<file path="src/rtl/mult_div_unit.sv">
// Iterative HI/LO multiply/divide unit: one result bit per cycle, MTHI/MTLO writes when idle.
// Signed operations run on magnitudes and apply sign correction when the result is written.
module mult_div_unit #(
    parameter int WIDTH = 32
) (
    input  logic             clk,
    input  logic             rst,
    input  logic             start,
    input  logic [1:0]       op,
    input  logic [WIDTH-1:0] op_a,
    input  logic [WIDTH-1:0] op_b,
    input  logic             hi_we,
    input  logic             lo_we,
    input  logic [WIDTH-1:0] wdata,
    output logic [WIDTH-1:0] hi,
    output logic [WIDTH-1:0] lo,
    output logic             busy,
    output logic             done,
    output logic             div_zero
);

    localparam int CNT_W = $clog2(WIDTH) + 1;

    typedef enum logic [1:0] {
        IDLE   = 2'd0,
        CALC   = 2'd1,
        FINISH = 2'd2
    } state_t;

    state_t state, state_next;

    logic [CNT_W-1:0]   cnt;
    logic               is_div;
    logic               neg_q;
    logic               neg_r;
    logic               dz_pend;
    logic [WIDTH-1:0]   acc;
    logic [WIDTH-1:0]   mq;
    logic [WIDTH-1:0]   opnd;

    logic               a_neg, b_neg, div_by_zero_in;
    logic [WIDTH-1:0]   mag_a, mag_b;
    logic [WIDTH:0]     mul_sum;
    logic [WIDTH:0]     div_shift;
    logic [WIDTH:0]     div_diff;
    logic [2*WIDTH-1:0] product, prod_fix;
    logic [WIDTH-1:0]   quot_fix, rem_fix;

    always_comb begin
        a_neg          = ~op[0] & op_a[WIDTH-1];
        b_neg          = ~op[0] & op_b[WIDTH-1];
        mag_a          = a_neg ? (~op_a + 1'b1) : op_a;
        mag_b          = b_neg ? (~op_b + 1'b1) : op_b;
        div_by_zero_in = op[1] & (op_b == '0);
    end

    // acc holds the running high half (multiply) or partial remainder (divide);
    // mq shifts out multiplier/dividend bits while product/quotient bits shift in.
    always_comb begin
        mul_sum   = {1'b0, acc} + (mq[0] ? {1'b0, opnd} : '0);
        div_shift = {acc, mq[WIDTH-1]};
        div_diff  = div_shift - {1'b0, opnd};
        product   = {acc, mq};
        prod_fix  = neg_q ? (~product + 1'b1) : product;
        quot_fix  = neg_q ? (~mq + 1'b1) : mq;
        rem_fix   = neg_r ? (~acc + 1'b1) : acc;
    end

    always_ff @(posedge clk or posedge rst) begin
        if (rst) state <= IDLE;
        else     state <= state_next;
    end

    always_comb begin
        state_next = state;
        case (state)
            IDLE:    if (start) state_next = div_by_zero_in ? FINISH : CALC;
            CALC:    if (cnt == CNT_W'(WIDTH - 1)) state_next = FINISH;
            FINISH:  state_next = IDLE;
            default: state_next = IDLE;
        endcase
    end

    assign busy = (state != IDLE);

    always_ff @(posedge clk or posedge rst) begin
        if (rst) begin
            hi       <= '0;
            lo       <= '0;
            done     <= 1'b0;
            div_zero <= 1'b0;
            cnt      <= '0;
            is_div   <= 1'b0;
            neg_q    <= 1'b0;
            neg_r    <= 1'b0;
            dz_pend  <= 1'b0;
            acc      <= '0;
            mq       <= '0;
            opnd     <= '0;
        end else begin
            done     <= 1'b0;
            div_zero <= 1'b0;
            case (state)
                IDLE: begin
                    if (hi_we) hi <= wdata;
                    if (lo_we) lo <= wdata;
                    if (start) begin
                        is_div  <= op[1];
                        neg_q   <= a_neg ^ b_neg;
                        neg_r   <= op[1] & a_neg;
                        dz_pend <= div_by_zero_in;
                        acc     <= '0;
                        mq      <= mag_a;
                        opnd    <= mag_b;
                        cnt     <= '0;
                    end
                end
                CALC: begin
                    cnt <= cnt + 1'b1;
                    if (is_div) begin
                        if (!div_diff[WIDTH]) begin
                            acc <= div_diff[WIDTH-1:0];
                            mq  <= {mq[WIDTH-2:0], 1'b1};
                        end else begin
                            acc <= {acc[WIDTH-2:0], mq[WIDTH-1]};
                            mq  <= {mq[WIDTH-2:0], 1'b0};
                        end
                    end else begin
                        acc <= mul_sum[WIDTH:1];
                        mq  <= {mul_sum[0], mq[WIDTH-1:1]};
                    end
                end
                FINISH: begin
                    done     <= 1'b1;
                    div_zero <= dz_pend;
                    if (!dz_pend) begin
                        if (is_div) begin
                            hi <= rem_fix;
                            lo <= quot_fix;
                        end else begin
                            {hi, lo} <= prod_fix;
                        end
                    end
                end
                default: ;
            endcase
        end
    end

endmodule

</file>
<file path="config.mk">
export PLATFORM = sky130hd
export DESIGN_NAME = mult_div_unit
export DESIGN_NICKNAME = d
export VERILOG_FILES = /design/src/rtl/mult_div_unit.sv
export SDC_FILE = /design/constraint.sdc
export NUM_CORES = 1
export LEC_CHECK = 0
export BUFFER_PORTS_ARGS = -buffer_cell sky130_fd_sc_hd__buf_4
export CAP_MARGIN = 40
export CELL_PAD_IN_SITES_DETAIL_PLACEMENT = 1
export CELL_PAD_IN_SITES_GLOBAL_PLACEMENT = 1
export CORE_AREA = 2 2 182 184
export DETAILED_ROUTE_END_ITERATION = 16
export DIE_AREA = 0 0 184 186
export GPL_TIMING_DRIVEN = 0
export MAX_ROUTING_LAYER = met4
export PLACE_DENSITY_LB_ADDON = 0.1
export SETUP_SLACK_MARGIN = 0.15
export SYNTH_ARGS = -nofsm -noshare
export SYNTH_HDL_FRONTEND = slang
export SYNTH_SLANG_ARGS = --single-unit
</file>
<file path="constraint.sdc">
create_clock -name clk -period 8.3 [get_ports clk]
set_input_delay 1.66 -clock clk [delete_from_list [all_inputs] [get_ports clk]]
set_output_delay 1.66 -clock clk [all_outputs]
set_load 0.01 [all_outputs]
</file>
== Word-level counts from Yosys, hierarchy flattened ==
Index checks and enable logic that the tools add are counted.
Word-level totals
  bits in registers: 174
  bits of input ports: 103
  output and inout port bits: 67
  word-level logic and storage cells: 80
Cells by class
  add/sub/neg operators: 8
  equal/unequal tests: 8
  muxes and demuxes: 30
  bitwise operators: 11
  reduce and logical (&&, ||, !) cells: 10
Operators by type and width (count)
  $mux W32: 16
  $pmux W32 S2: 4
  $add A32 B1 Y32 const B: 4
  $not A32 Y32: 4
  $add A64 B1 Y64 const B: 1
  $mux W64: 1
  $not A64 Y64: 1
  $add A32 B32 Y33: 1
  $sub A33 B32 Y33: 1
  $logic_not A32 Y1: 1
  $pmux W6 S2: 1
  $ne A2 B2 Y1 const B: 5
  $add A6 B1 Y6 const B: 1
  $eq A6 B5 Y1 const B: 1
  $mux W2: 3
  $mux W6: 1
  $reduce_and A2 Y1: 3
  $reduce_and A3 Y1: 2
  $reduce_bool A2 Y1: 3
  $and A1 B1 Y1: 4
  $pmux W2 S2: 1
  $mux W1: 3
  $eq A2 B1 Y1 const B: 1
  $eq A2 B2 Y1 const B: 1
  3 further kinds: 3

== Longest topological paths before layout ==
  depth after elaboration: 6
  depth in mapped cells: 14
  mapped depth without buffers: 13

== Least setup slack after synthesis ==
Ideal clock, no wire load.
  path type: input -> register
  start: input op_b[0]
  end: register opnd[28]
  library setup time: 0.132 ns
  arrival time: 3.816 ns
  data required time: 8.168 ns
  slack: 4.352 ns
  stages: 11
  path buffers: 0
  cells stage by stage: inv_1 > ha_1 > nand2b_1 > or4b_1 > nor4_2 > nand2_1 > nor3_1 > nand2_1 > o41ai_1 > xor2_1 > o21ai_1
On the way
  cells in the longest elaborated chain, start to end: 3
RTL lines
  from (decl): RTL line 11  | input logic [WIDTH-1:0] op_b,
  $not A32 Y32: RTL line 53  | mag_b = b_neg ? (~op_b + 1'b1) : op_b;
  $add A32 B1 Y32: RTL line 53
  $mux W32: RTL line 53
  to (signal assigned): RTL line 114  | opnd <= mag_b;
  to (decl): RTL line 39  | logic [WIDTH-1:0] opnd;
No other way between the ends.
A chain may end at the register's enable or synchronous reset.

== Worst setup path after layout ==
  start: register mq[0]
  end: register acc[28]
On the way
  cells in the longest elaborated chain, start to end: 4
RTL lines
  from (decl): RTL line 38  | logic [WIDTH-1:0] mq;
  from (signal assigned): RTL line 113  | mq <= mag_a;
  from (signal assigned): RTL line 123  | mq <= {mq[WIDTH-2:0], 1'b1};
  from (signal assigned): RTL line 126  | mq <= {mq[WIDTH-2:0], 1'b0};
  $mux W32: RTL line 60  | mul_sum = {1'b0, acc} + (mq[0] ? {1'b0, opnd} : '0);
  $add A32 B32 Y33: RTL line 60
  $mux W32: RTL line 120  | if (is_div) begin
  $pmux W32 S2: RTL line 103  | case (state)
  to (signal assigned): RTL line 122  | acc <= div_diff[WIDTH-1:0];
  to (signal assigned): RTL line 125  | acc <= {acc[WIDTH-2:0], mq[WIDTH-1]};
  to (signal assigned): RTL line 129  | acc <= mul_sum[WIDTH:1];
  to (decl): RTL line 37  | logic [WIDTH-1:0] acc;
No other way between the ends.

==> results.md <==
- Run status: finished, final reports clean
- Largest net degree at the start of global routing: 105
- Top cells by area, synth: dfrtp_1 30%, ha_1 6.0%, nand2_1 5.6%, xor2_1 5.1%, o21ai_0 5.1%
- Post-synthesis average cell area: between 7 and 8 µm²
- RSZ-0062 raised after global routing: false
- Hold Path Sink: opnd[4]$_DFFE_PP0P_
- Startpoint types: flip-flop
- Final worst slack: 3.67 ns
- Most frequent cells in the layout: 215 x nand2_1, 175 x buf_4, 174 x nor2_1, 174 x dfrtp_1, 146 x o21ai_0
- Reg2Reg Depth: 14
- Total CTS buffers: 17
- Final instance area: roughly 17000 µm²
- CTS Hold Bufs: 0
- Yosys cell types: 79
- Final min period: about 4.6 ns
- Worst skew pair latency: approximately 0.46 ns
- First-pass GRT wire length: 84200 µm
- Max Freq: between 0.2 and 0.25 GHz
- Area occupied by multi-input gates: roughly 9300 µm²
- Register area: 4350 µm²
- Routed vias: 14600
- Core area: 32200 µm²
- Postcts setup bufs: 0
- Critical path endpoint category: flip-flop
- DR pass1 iterations: 5
- TritonCTS clock tree: done
- Highest net fanout along the worst path: 10
- Placed Area: roughly 16000 µm²
- Reg2reg end: acc[28]$_DFFE_PP0P_
- Filler Cell Count: 4035
- Maximum vdd drop: 0.220 mV
- Post-CTS sizing: 0
- Area growth syn-to-layout: 16.7%
- Mapped Nets: between 1500 and 2000
- Fin crit share: 0.558
- Pwr/cell area: roughly 460 nW/µm²
- ANT nets after route: 0
- Fin nets: 2175
- Vert. Die Dim: 186 µm
- Async SR Flop Fraction: 1.00
- Vias in the first global route: 14800
- Routed wire per std cell: 22.5 µm
- Post-synth EDFFs: 0
- CP startpoint: mq[0]$_DFFE_PP0P_
- Iter 0 DRT Violations: 1142
- Overflow after GRT: 0
- Post-Place Cells: approximately 2400
- Relative slew slack: 0.385
- WL final: between 50000 and 60000 µm
- Worst Hold Depth: 2
- GRT Util Overall: 0.329
- Final Max Slew Viols: 0
- Post-layout instance count excluding filler cells: approximately 2400
- Maxcap violations: 0
- Post-synth top area cell: dfrtp_1
- Worst r2r src: mq[0]$_DFFE_PP0P_
- Yosys top cell area share: 0.303
- Min-delay worst type: reg2reg
- Synthesized instance count: 1810
- R2r setup slk: roughly 3.7 ns
- DRC: 0
- Primary FF master, synth: dfrtp_1
- Sink Count: 174
- Depth of the CTS H-tree: 4
- Hold Path Origin: opnd[4]$_DFFE_PP0P_
- Layout cell share with drive strength beyond 1: 0.121
- Vias per inst: 6.03
- Layout Skew: 0.0106 ns
- Clk Tree Root Cell: clkbuf_16
- Row Count: 66
- Synthesized area: between 10000 and 15000 µm²
- Port Buffers: roughly 170
- Clk slew on worst S/H paths: around 0.080 ns
- Final setup viols: 0
- Routability Congestion: 0.921
- Commonest non-fill, non-tap cell in the layout: nand2_1
- Final Hold Viols: 0
- Synth Register Bits: 174
- Die area: ~34000 µm²
- Hpwl dp: 43600 µm
- Antenna violations before repair: 0
- Worst EP required: between 8 and 9 ns
- ANT cells: 0
- Starting Density: 0.446
- Kind of critical path: reg2reg
- Cell leakage power: 7.23 nW
- Clock Tree Buf Depth: 2
- Die Wd: roughly 180 µm
- Post-synthesis sequential area ratio: 0.303
- Number of synthesis warnings: 0
- Slew @ Worst Pin: 0.922 ns
- Io pins: 170
- Post-placement worst setup slack: 3.65 ns
- Critical path arrival: 4.95 ns
power breakdown:
part	total, W	switching (W)	internal, W	leakage, nW
Sequential	0.00175	0.000492	0.00126	2.14
Clock	0.000816	0.000403	0.000412	0.284
Combinational	0.00511	0.00311	0.00200	4.80
Total	0.00767	0.00400	0.00367	7.23
worst max-delay path by stage:
stage | end | slack (ns) | cells after the start
final | acc[28]$_DFFE_PP0P_ | 3.67 | 14
after global placement | mq[11]$_DFFE_PP0P_ | -0.47 | 2
after CTS | acc[28]$_DFFE_PP0P_ | 3.71 | 14
after floorplan | acc[0]$_DFFE_PP0P_ | 1.92 | 1
after global routing | acc[28]$_DFFE_PP0P_ | 3.40 | 14
after detailed placement | opnd[28]$_DFFE_PP0P_ | 3.65 | 12
Yosys cell counts (all sizes together), types with 14 or more instances:
master,count
xor2,84
o21ai,194
nor4,15
clkbuf,84
a21o,24
inv,58
or4,19
o211ai,34
mux2i,55
or3,24
a31oi,21
xnor2,82
a21oi,122
o31ai,48
nand2b,22
ha,69
nor2b,20
a22oi,24
nand4,14
nor3,30
nand3,31
nand2,216
buf,24
a211oi,17
nor2,174
o41ai,16
dfrtp,174
stage by stage:
step           total power [W]  utilization  hold slack [ns]  TNS, ns
3_3_place_gp           0.00661        0.502            0.463   -77.91
2_1_floorplan          0.00505            -            0.450        0
6_report               0.00767        0.521            0.479        0
5_1_grt                0.00824        0.521            0.500        0
3_5_place_dp           0.00678        0.503            0.469        0
4_1_cts                0.00762        0.521            0.486        0
registers in the layout, summed over array words and instances, names as in the netlist:
signal    count
state         2
dz_pend       1
neg_r         1
neg_q         1
opnd         32
done          1
lo           32
acc          32
mq           32
div_zero      1
cnt           6
is_div        1
hi           32
critical path, cell delays in order (launching register included):
cell	delay, ns
dfrtp_1	0.57
inv_1	0.23
clkbuf_1	0.40
nor2_1	0.08
ha_1	0.33
o21a_1	0.22
or2_2	0.30
a31oi_1	0.42
a2111oi_0	0.26
buf_1	0.20
or3_1	0.35
a21oi_1	0.28
mux2_2	0.40
a32oi_1	0.29
o311ai_1	0.16
layer usage:
metal  GRT usage  vias up  share of wire
met3      0.0528       67          0.058
met2       0.500      447           0.44
met4      0.0858        0          0.022
met1       0.457     7224           0.48
met5           -        -              0
li1            -     6872              -
final cells by class:
class | instances | share of cell area
multi-input cells | 1468 | 0.556
flip-flops and latches | 174 | 0.259
repair buffers | 172 | 0.0779
well taps | 408 | 0.0304
plain buffers | 109 | 0.0277
clock buffers | 19 | 0.0270
inverters | 59 | 0.0136
clock inverters | 13 | 0.00768
cell families after synthesis:
| family | count (synthesis) | synth area share |
|---|---|---|
| and+or+nand+nor | 604 | 0.198 |
| AOI/OAI and AO/OA | 567 | 0.245 |
| DFF | 174 | 0.303 |
| buffers and inverters | 168 | 0.0478 |
| xor gates and xnor gates | 166 | 0.101 |
| adders and majority gates | 71 | 0.0629 |
| muxes | 60 | 0.0422 |
Power figures use the tool's default switching activity.
